==> config.mk <==
export PLATFORM = sky130hd
export DESIGN_NAME = wb_rst_sequencer
export DESIGN_NICKNAME = d
export VERILOG_FILES = /design/src/rtl/wb_rst_seq_pkg.sv /design/src/rtl/wb_sync_chain.sv /design/src/rtl/wb_rst_sequencer.sv
export SDC_FILE = /design/constraint.sdc
export NUM_CORES = 1
export LEC_CHECK = 0
export ABC_AREA = 1
export CAP_MARGIN = 10
export CORE_AREA = 3 3 61 63
export DETAILED_ROUTE_END_ITERATION = 10
export DIE_AREA = 0 0 64 66
export PLACE_DENSITY_LB_ADDON = 0.08
export SLEW_MARGIN = 15
export SYNTH_ARGS = -nofsm -noshare
export SYNTH_HDL_FRONTEND = slang
export SYNTH_SLANG_ARGS = --single-unit
==> constraint.sdc <==
create_clock -name wb_clk_o -period 2.6 [get_ports wb_clk_o]
set_input_delay 0.52 -clock wb_clk_o [delete_from_list [all_inputs] [get_ports wb_clk_o]]
set_output_delay 0.52 -clock wb_clk_o [all_outputs]
set_load 0.05 [all_outputs]
==> src/rtl/wb_rst_seq_pkg.sv <==
// Shared types and constants for the reset sequencer: FSM state encoding,
// a constant-evaluable clog2 and the stretch/gap counter width rule.
package wb_rst_seq_pkg;

  typedef enum logic [1:0] {
    ST_HOLD    = 2'd0,
    ST_STRETCH = 2'd1,
    ST_RELEASE = 2'd2,
    ST_RUN     = 2'd3
  } seq_state_t;

  function automatic int clog2(input int value);
    int v;
    int r;
    v = value - 32'sd1;
    r = 32'sd0;
    while (v > 32'sd0) begin
      r = r + 32'sd1;
      v = v >>> 1;
    end
    return r;
  endfunction

  // One extra bit beyond the largest reload value keeps the down-counter unambiguous.
  function automatic int seq_cnt_width(input int stretch_cyc, input int gap_cyc);
    return clog2((stretch_cyc > gap_cyc) ? stretch_cyc : gap_cyc) + 32'sd1;
  endfunction

  localparam int SEQ_CNT_W = seq_cnt_width(32'sd16, 32'sd4);

endpackage

==> src/rtl/wb_sync_chain.sv <==
// Multi-flop synchroniser with a selectable asynchronous reset value; used both
// for reset-deassertion synchronisation and for bringing the PLL lock into wb_clk_o.
module wb_sync_chain #(
  parameter int   DEPTH     = 2,
  parameter logic RESET_VAL = 1'b0
) (
  input  logic wb_clk_o,
  input  logic async_rst,
  input  logic d,
  output logic q
);

  logic [DEPTH-1:0] chain_r;

  // Shift chain; async_rst forces every stage to RESET_VAL.
  always_ff @(posedge wb_clk_o or posedge async_rst) begin
    if (async_rst) begin
      chain_r <= {DEPTH{RESET_VAL}};
    end else begin
      chain_r <= {chain_r[DEPTH-2:0], d};
    end
  end

  assign q = chain_r[DEPTH-1];

endmodule

==> src/rtl/wb_rst_sequencer.sv <==
// Reset sequencer: waits for a clean reset release and PLL lock, stretches,
// then releases the channel resets one by one with a fixed gap.
module wb_rst_sequencer
  import wb_rst_seq_pkg::*;
#(
  parameter int N_CH        = 4,
  parameter int SYNC_STAGES = 2,
  parameter int STRETCH_CYC = 16,
  parameter int GAP_CYC     = 4
) (
  input  logic            wb_clk_o,
  input  logic            async_rst,
  input  logic            pll_locked_i,
  input  logic            soft_rst_i,
  output logic [N_CH-1:0] rst_o,
  output logic            all_rel_o,
  output logic            busy_o,
  output logic [7:0]      rst_cnt_o
);

  localparam int               CNT_W      = seq_cnt_width(STRETCH_CYC, GAP_CYC);
  localparam logic [CNT_W-1:0] STRETCH_LD = CNT_W'(STRETCH_CYC - 1);
  localparam logic [CNT_W-1:0] GAP_LD     = CNT_W'(GAP_CYC - 1);
  localparam logic [CNT_W-1:0] CNT_ZERO   = {CNT_W{1'b0}};
  localparam logic [CNT_W-1:0] CNT_ONE    = CNT_W'(1);

  logic            rst_sync_s;
  logic            lock_sync_s;
  seq_state_t      state_r;
  seq_state_t      state_nxt_s;
  logic [CNT_W-1:0] cnt_r;
  logic [CNT_W-1:0] cnt_nxt_s;
  logic [N_CH-1:0] rst_r;
  logic [N_CH-1:0] rst_nxt_s;
  logic [N_CH-1:0] rst_shift_s;
  logic            all_rel_r;
  logic            all_rel_nxt_s;
  logic            busy_r;
  logic            busy_nxt_s;
  logic [7:0]      rst_cnt_r;
  logic [7:0]      rst_cnt_nxt_s;
  logic            cnt_zero_s;
  logic            step_s;
  logic            rel_last_s;

  wb_sync_chain #(.DEPTH(SYNC_STAGES), .RESET_VAL(1'b1)) u_rst_sync (
    .wb_clk_o (wb_clk_o),
    .async_rst(async_rst),
    .d        (1'b0),
    .q        (rst_sync_s)
  );

  wb_sync_chain #(.DEPTH(SYNC_STAGES), .RESET_VAL(1'b0)) u_lock_sync (
    .wb_clk_o (wb_clk_o),
    .async_rst(async_rst),
    .d        (pll_locked_i),
    .q        (lock_sync_s)
  );

  // Channels release in index order, so the next release pattern is a left shift.
  assign rst_shift_s = rst_r << 1'b1;
  assign rel_last_s  = (rst_shift_s == {N_CH{1'b0}});
  assign cnt_zero_s  = (cnt_r == CNT_ZERO);
  assign step_s      = cnt_zero_s && ((state_r == ST_STRETCH) || (state_r == ST_RELEASE));

  // State register.
  always_ff @(posedge wb_clk_o or posedge async_rst) begin
    if (async_rst) begin
      state_r <= ST_HOLD;
    end else begin
      state_r <= state_nxt_s;
    end
  end

  // Next-state logic; lock loss outranks any pending release step.
  always_comb begin
    state_nxt_s = state_r;
    case (state_r)
      ST_HOLD: begin
        if (!rst_sync_s && lock_sync_s) state_nxt_s = ST_STRETCH;
        else                            state_nxt_s = ST_HOLD;
      end
      ST_STRETCH: begin
        if (!lock_sync_s)    state_nxt_s = ST_HOLD;
        else if (cnt_zero_s) state_nxt_s = rel_last_s ? ST_RUN : ST_RELEASE;
        else                 state_nxt_s = ST_STRETCH;
      end
      ST_RELEASE: begin
        if (!lock_sync_s)                  state_nxt_s = ST_HOLD;
        else if (cnt_zero_s && rel_last_s) state_nxt_s = ST_RUN;
        else                               state_nxt_s = ST_RELEASE;
      end
      ST_RUN: begin
        if (!lock_sync_s || soft_rst_i) state_nxt_s = ST_HOLD;
        else                            state_nxt_s = ST_RUN;
      end
      default: state_nxt_s = ST_HOLD;
    endcase
  end

  // Output/datapath next values: counter reloads on state entry and per gap step.
  always_comb begin
    cnt_nxt_s     = cnt_r;
    rst_nxt_s     = rst_r;
    rst_cnt_nxt_s = rst_cnt_r;
    all_rel_nxt_s = (state_nxt_s == ST_RUN);
    busy_nxt_s    = (state_nxt_s != ST_RUN);

    if (state_nxt_s == ST_STRETCH && state_r != ST_STRETCH) begin
      cnt_nxt_s = STRETCH_LD;
    end else if (state_nxt_s == ST_RELEASE && (state_r != ST_RELEASE || cnt_zero_s)) begin
      cnt_nxt_s = GAP_LD;
    end else if (state_nxt_s != state_r) begin
      cnt_nxt_s = CNT_ZERO;
    end else if (!cnt_zero_s) begin
      cnt_nxt_s = cnt_r - CNT_ONE;
    end else begin
      cnt_nxt_s = cnt_r;
    end

    if (state_nxt_s == ST_HOLD) begin
      rst_nxt_s = {N_CH{1'b1}};
    end else if (step_s) begin
      rst_nxt_s = rst_shift_s;
    end else begin
      rst_nxt_s = rst_r;
    end

    if (state_r == ST_RUN && state_nxt_s == ST_HOLD && rst_cnt_r != 8'hFF) begin
      rst_cnt_nxt_s = rst_cnt_r + 8'd1;
    end else begin
      rst_cnt_nxt_s = rst_cnt_r;
    end
  end

  // Registered outputs and counters; rst_r presets to all-ones asynchronously.
  always_ff @(posedge wb_clk_o or posedge async_rst) begin
    if (async_rst) begin
      cnt_r     <= CNT_ZERO;
      rst_r     <= {N_CH{1'b1}};
      rst_cnt_r <= 8'd0;
      all_rel_r <= 1'b0;
      busy_r    <= 1'b1;
    end else begin
      cnt_r     <= cnt_nxt_s;
      rst_r     <= rst_nxt_s;
      rst_cnt_r <= rst_cnt_nxt_s;
      all_rel_r <= all_rel_nxt_s;
      busy_r    <= busy_nxt_s;
    end
  end

  assign rst_o     = rst_r;
  assign all_rel_o = all_rel_r;
  assign busy_o    = busy_r;
  assign rst_cnt_o = rst_cnt_r;

endmodule

==> flow_metrics.tcl, run 1 <==
set metrics [dict create \
    status "finished clean" \
    ctsResizeCount 0 \
    syn_to_final_growth_pct 17.9 \
    yosysTopAreaCell "dfrtp_1" \
    cts-root-buf "clkbuf_4" \
    required_ns 2.08 \
    grt_pass1_vias 1068 \
    tns_ns 0 \
    irDropWorstVdd_uv 365 \
    period_minus_slack_ns 2.19 \
    arrival_ns 1.67 \
    diodes 0 \
    pre_cts_ws_ns 0.555 \
    crit_buf_inv 1 \
    clock_power_share_pct 10.7 \
    coreArea_um2 3280 \
    clock.fmax_ghz 0.457 \
    slew_headroom_pct 66.4 \
    post_drt_wl_per_cell_um 10.6 \
    initial_core_util_pct 44.4 \
    synthFlopType "dfrtp_1" \
    r2r_cells 12 \
    cp-end-kind "output pin" \
    grt_max_degree 26 \
    synth_cell_types 31 \
    p_per_area_nw_per_um2 910 \
    netSwitchingPower_mw 0.723 \
    rsz0062_at_grt "no" \
    critPathSlowestCell "clkdlybuf4s50_1" \
    synthesis.instances 164 \
    synth_area_per_cell_um2 8.89 \
    ys_ff_latch 25 \
    cp.depth 1 \
    setup_violations 0 \
    die_area_um2 4220 \
    rr_startpoint "cnt_r[0]" \
    critical_path_peak_fanout 4 \
    worst_slew_pin_slew_ns 0.502 \
    intPower_mw 0.842 \
    first_pass_iters 4 \
    pin_count 18 \
    ys_warn_count 0 \
    tritoncts "yes" \
    hold_end "u_lock_sync.chain_r[1]" \
    hold-path-cell-count 0 \
    critPathKind "flip-flop to output pin" \
    fin_crit_sh_pct 84.3 \
    max_stage_delay_ns 0.80 \
    drcViolationCount 0 \
    rrSetupSlack_ns 0.72 \
    fp.dieW_um 64 \
    row_count 21 \
    final_nets 198 \
    synth_edf_count 0 \
    swShare_pct 46.2 \
    startpoint_type "flip-flop" \
    synth_common_cells "32 x nand2_1, 26 x inv_1, 18 x dfrtp_1, 13 x nor2_1, 11 x xor2_1" \
    hold_class "flip-flop to flip-flop" \
    cts_hold_buf 0 \
    dp.final_hpwl_mm 1.96 \
    rr_endpoint "rst_cnt_o[5]" \
    gp_congestion 0.838 \
    syn_nets 175 \
    grt_usage_pct 13.6 \
    clk_path_buf_depth 2 \
    cap_violations 0 \
    vias_per_cell 4.50 \
    hold_path.startpoint "u_lock_sync.chain_r[0]" \
    fin_cells 232 \
    postRouteAntennaNets 0 \
    ys_seq_area_share_pct 43.5 \
    post_cts_buffers 0 \
    cts.sinks 25 \
    placed_cells 228 \
    drive_above_1_share_pct 19.9 \
    die-height_um 66 \
    synth.cell_area_um2 1460 \
    synth_area_leaders "dfrtp_1 31%, dfstp_2 13%, nand2_1 8.2%" \
    numCtsBuffers 3 \
    totalWireLength_mm 2.47 \
    p_leak_nw 0.891 \
    yosys.area.top_type_share_pct 30.9 \
    crit_family "buffers and inverters" \
    power_frac_comb_pct 54.9 \
    grt_remaining_overflow 0 \
    vias 1045 \
    setup_ws_ns 0.409 \
    io_buffers 17 \
    finalMaxSlewViolations 0 \
    hold_viol 0 \
    grt_first_pass_wirelength_mm 4.52 \
    fin_skew_ns 0.0106 \
    path_clk_slew_ns 0.12 \
    antenna_found_initial 0 \
    async_reset_ff_share_pct 100 \
    htree_levels 1 \
    drt-initial-drc-count 35 \
    insertion_delay_ns 0.31 \
    p_seq_share_pct 34.5 \
    path_cells "clkdlybuf4s50_1" \
    synth.most_common_cell "nand2_1" \
]
[stage by stage]
stage | utilization [%] | hold WS (ns) | instance area (µm²) | total power [mW]
floorplan | - | 0.331 | 1460 | 1.24
global placement | 51.5 | 0.338 | 1690 | 1.41
detailed placement | 51.5 | 0.336 | 1690 | 1.42
CTS | 52.3 | 0.365 | 1720 | 1.59
global route | 52.3 | 0.369 | 1720 | 1.71
finish | 52.3 | 0.363 | 1720 | 1.56
[per-layer routing]
| metal | wire length [µm] | track usage, % | vias up |
|---|---|---|---|
| met5 | 0 | 0 | - |
| met4 | 21 | 5.66 | 0 |
| met3 | 63 | 1.87 | 2 |
| met2 | 1210 | 23.1 | 10 |
| met1 | 1170 | 17.4 | 492 |
| li1 | - | - | 541 |
[sequential cells by signal, summed over array words and instances (netlist names)]
signal / flops
rst_cnt_o: 8
cnt_r: 5
rst_o: 4
state_r: 2
u_lock_sync.chain_r: 2
u_rst_sync.chain_r: 2
all_rel_o: 1
busy_o: 1
[power by group through the flow]
stage	clock network, mW	registers, mW	logic, mW
global placement	0	0.547	0.859
floorplan	0	0.633	0.609
detailed placement	0	0.547	0.868
CTS	0.178	0.539	0.874
global route	0.195	0.554	0.960
finish	0.167	0.539	0.859
[cells in the final DEF (no fill, tap or decap), drive strengths merged]
master,netlist,layout
nand3,10,10
buf,0,1
o21a,1,1
a21oi,3,3
ha,7,7
o211ai,1,1
o21ai,4,4
clkbuf,0,4
nand4,2,2
o31ai,1,1
nor4,1,1
nor3,3,3
mux2i,1,1
xor2,11,11
nand2,41,41
dfstp,7,7
conb,1,1
dfrtp,18,18
inv,31,31
clkinv,1,1
clkdlybuf4s50,0,17
nor2,20,20
[how the worst max path moves through the flow]
stage                     slack [ns]        from           end
after detailed placement        0.55  soft_rst_i  rst_cnt_o[5]
final                           0.41    rst_o[0]      rst_o[0]
after CTS                       0.39    rst_o[0]      rst_o[0]
after global placement          0.59  soft_rst_i      cnt_r[1]
after floorplan                 0.84    rst_o[2]  rst_cnt_o[5]
after global routing            0.35    rst_o[0]      rst_o[0]
[final cells by class]
class	instances	area, µm²
fill	329	1570
multi-input combinational	107	701
sequential	25	634
timing repair buffer	18	178
inverter	32	123
tap	46	57.6
clock buffer	4	26.3
[logic make-up after synthesis]
kind of cell	share of synthesized area, %
AO/OA/AOI/OAI	4.21
buffers and inverters	8.41
XOR/XNOR	6.61
adder cells (fa/ha/maj)	6.01
multiplexers	0.687
other	0.257
AND/OR/NAND/NOR	30.3
flip-flops	43.5
Power figures use the tool's default switching activity.
==> run 2, diff against run 1 <==
==> constraint.sdc (replaced) <==
create_clock -name wb_clk_o -period 2.3 [get_ports wb_clk_o]
set_input_delay 0.46 -clock wb_clk_o [delete_from_list [all_inputs] [get_ports wb_clk_o]]
set_output_delay 0.46 -clock wb_clk_o [all_outputs]
set_load 0.05 [all_outputs]
==> flow_metrics.tcl, run 2 (synthesis gave the netlist of run 1 again) <==
set metrics [dict create \
    clock_power_share_pct 10.9 \
    fillers 317 \
    critPathSlowestCell "clkdlybuf4s50_1" \
    grt_pass1_vias 1072 \
    vias_per_cell 4.49 \
    max_stage_delay_ns 0.80 \
    rsz0062_at_grt "no" \
    p_per_area_nw_per_um2 1030 \
    path_cells "clkdlybuf4s50_1" \
    required_ns 1.84 \
    endpoint "rst_o[0]" \
    cts_hold_buf 0 \
    clk_path_buf_depth 2 \
    final_util_pct 52.3 \
    fin_cells 232 \
    row_count 21 \
    pre_cts_ws_ns 0.293 \
    cts.sinks 25 \
    fin_crit_sh_pct 92.9 \
    hold_ws_ns 0.364 \
    ctsResizeCount 0 \
    io_buffers 17 \
    htree_levels 1 \
    postRouteAntennaNets 0 \
    cap_violations 0 \
    register_area_um2 634 \
    critPathKind "flip-flop to output pin" \
    insertion_delay_ns 0.31 \
    hold_class "flip-flop to flip-flop" \
    rr_startpoint "cnt_r[0]" \
    post_drt_wl_per_cell_um 10.8 \
    drcViolationCount 0 \
    multi_input_area_um2 701 \
    drt-initial-drc-count 36 \
    final_nets 198 \
    setup_violations 0 \
    tns_ns 0 \
    first_pass_iters 4 \
    netSwitchingPower_mw 0.825 \
    fin_skew_ns 0.0120 \
    die_area_um2 4220 \
    mostFrequentLayoutCell "nand2_1" \
    status "finished clean" \
    syn_to_final_growth_pct 17.9 \
    rr_endpoint "rst_cnt_o[5]" \
    period_minus_slack_ns 2.14 \
    p_leak_nw 0.891 \
    tritoncts "yes" \
    finalMaxSlewViolations 0 \
    antenna_found_initial 0 \
    die-height_um 66 \
    cp.depth 1 \
    critical_path_peak_fanout 4 \
    clock.fmax_ghz 0.468 \
    grt_remaining_overflow 0 \
    initial_core_util_pct 44.4 \
    arrival_ns 1.68 \
    worst_slew_pin_slew_ns 0.499 \
    post_cts_buffers 0 \
    grt_max_degree 26 \
    pin_count 18 \
    largest_reg_flops 8 \
    numCtsBuffers 3 \
    intPower_mw 0.951 \
    irDropWorstVdd_uv 612 \
    swShare_pct 46.4 \
    rrSetupSlack_ns 0.41 \
    cts-root-buf "clkbuf_4" \
    r2r_cells 12 \
    gp_congestion 0.838 \
    power_frac_comb_pct 54.7 \
    cp-end-kind "output pin" \
    coreArea_um2 3280 \
    grt_usage_pct 13.8 \
    hold_viol 0 \
    startpoint_type "flip-flop" \
    fp.dieW_um 64 \
    path_clk_slew_ns 0.12 \
    final_cell_mix "32 x nand2_1, 26 x inv_1, 18 x dfrtp_1" \
    crit_buf_inv 1 \
    drive_above_1_share_pct 19.9 \
    crit_family "buffers and inverters" \
    setup_ws_ns 0.162 \
    diodes 0 \
    slew_headroom_pct 66.6 \
    grt_first_pass_wirelength_mm 4.60 \
    placed_cells 228 \
    startpoint "rst_o[0]" \
    dp.final_hpwl_mm 1.95 \
    vias 1041 \
    p_seq_share_pct 34.5 \
    totalWireLength_mm 2.50 \
]
==> run 2: cell counts in the layout (fill, tap and decap cells not counted) <==
Identical to the previous run, type by type.
==> run 2: per-layer routing <==
metal / up-vias / track usage (%) / wire, µm
li1: 543 / - / -
met1: 482 / 17.5 / 1210
met2: 12 / 23.5 / 1190
met3: 4 / 2.38 / 61
met4: 0 / 4.85 / 42
met5: - / 0 / 0
==> run 2: how the worst min path moves through the flow <==
stage | slack (ns) | end | start | cells past startpoint
floorplan | 0.33 | u_lock_sync.chain_r[1] | u_lock_sync.chain_r[0] | 0
global placement | 0.34 | u_lock_sync.chain_r[1] | u_lock_sync.chain_r[0] | 0
detailed placement | 0.34 | u_lock_sync.chain_r[1] | u_lock_sync.chain_r[0] | 0
CTS | 0.37 | u_lock_sync.chain_r[1] | u_lock_sync.chain_r[0] | 0
global route | 0.37 | u_lock_sync.chain_r[1] | u_lock_sync.chain_r[0] | 0
finish | 0.36 | u_lock_sync.chain_r[1] | u_lock_sync.chain_r[0] | 0
==> run 2: final cells by class <==
cell class | instances | share of cell area, %
Inverter | 32 | 7.13
Tap cell | 46 | 3.35
Multi-Input combinational cell | 107 | 40.8
Sequential cell | 25 | 36.9
Timing Repair Buffer | 18 | 10.3
Clock buffer | 4 | 1.53
==> run 2: worst register-to-register path: stages (launching register included) <==
cell	delay, ns
dfrtp_1	0.41
inv_1	0.11
ha_1	0.20
nand2_4	0.08
nor2_8	0.20
nand2_4	0.07
nand2_4	0.07
nand3_4	0.08
nand2_4	0.11
nand3_4	0.14
inv_4	0.11
nand2_1	0.06
xor2_1	0.14
==> run 2: power by group through the flow <==
stage | sequential, mW | combinational (mW) | clock (mW)
6_report | 0.613 | 0.971 | 0.193
3_3_place_gp | 0.619 | 0.972 | 0
2_1_floorplan | 0.715 | 0.689 | 0
4_1_cts | 0.613 | 0.983 | 0.202
3_5_place_dp | 0.621 | 0.976 | 0
5_1_grt | 0.627 | 1.08 | 0.223
==> run 2: stage by stage <==
| stage | power (mW) | instance area (µm²) |
|---|---|---|
| CTS | 1.80 | 1720 |
| global placement | 1.59 | 1690 |
| detailed placement | 1.60 | 1690 |
| finish | 1.78 | 1720 |
| global route | 1.93 | 1720 |
| floorplan | 1.40 | 1460 |
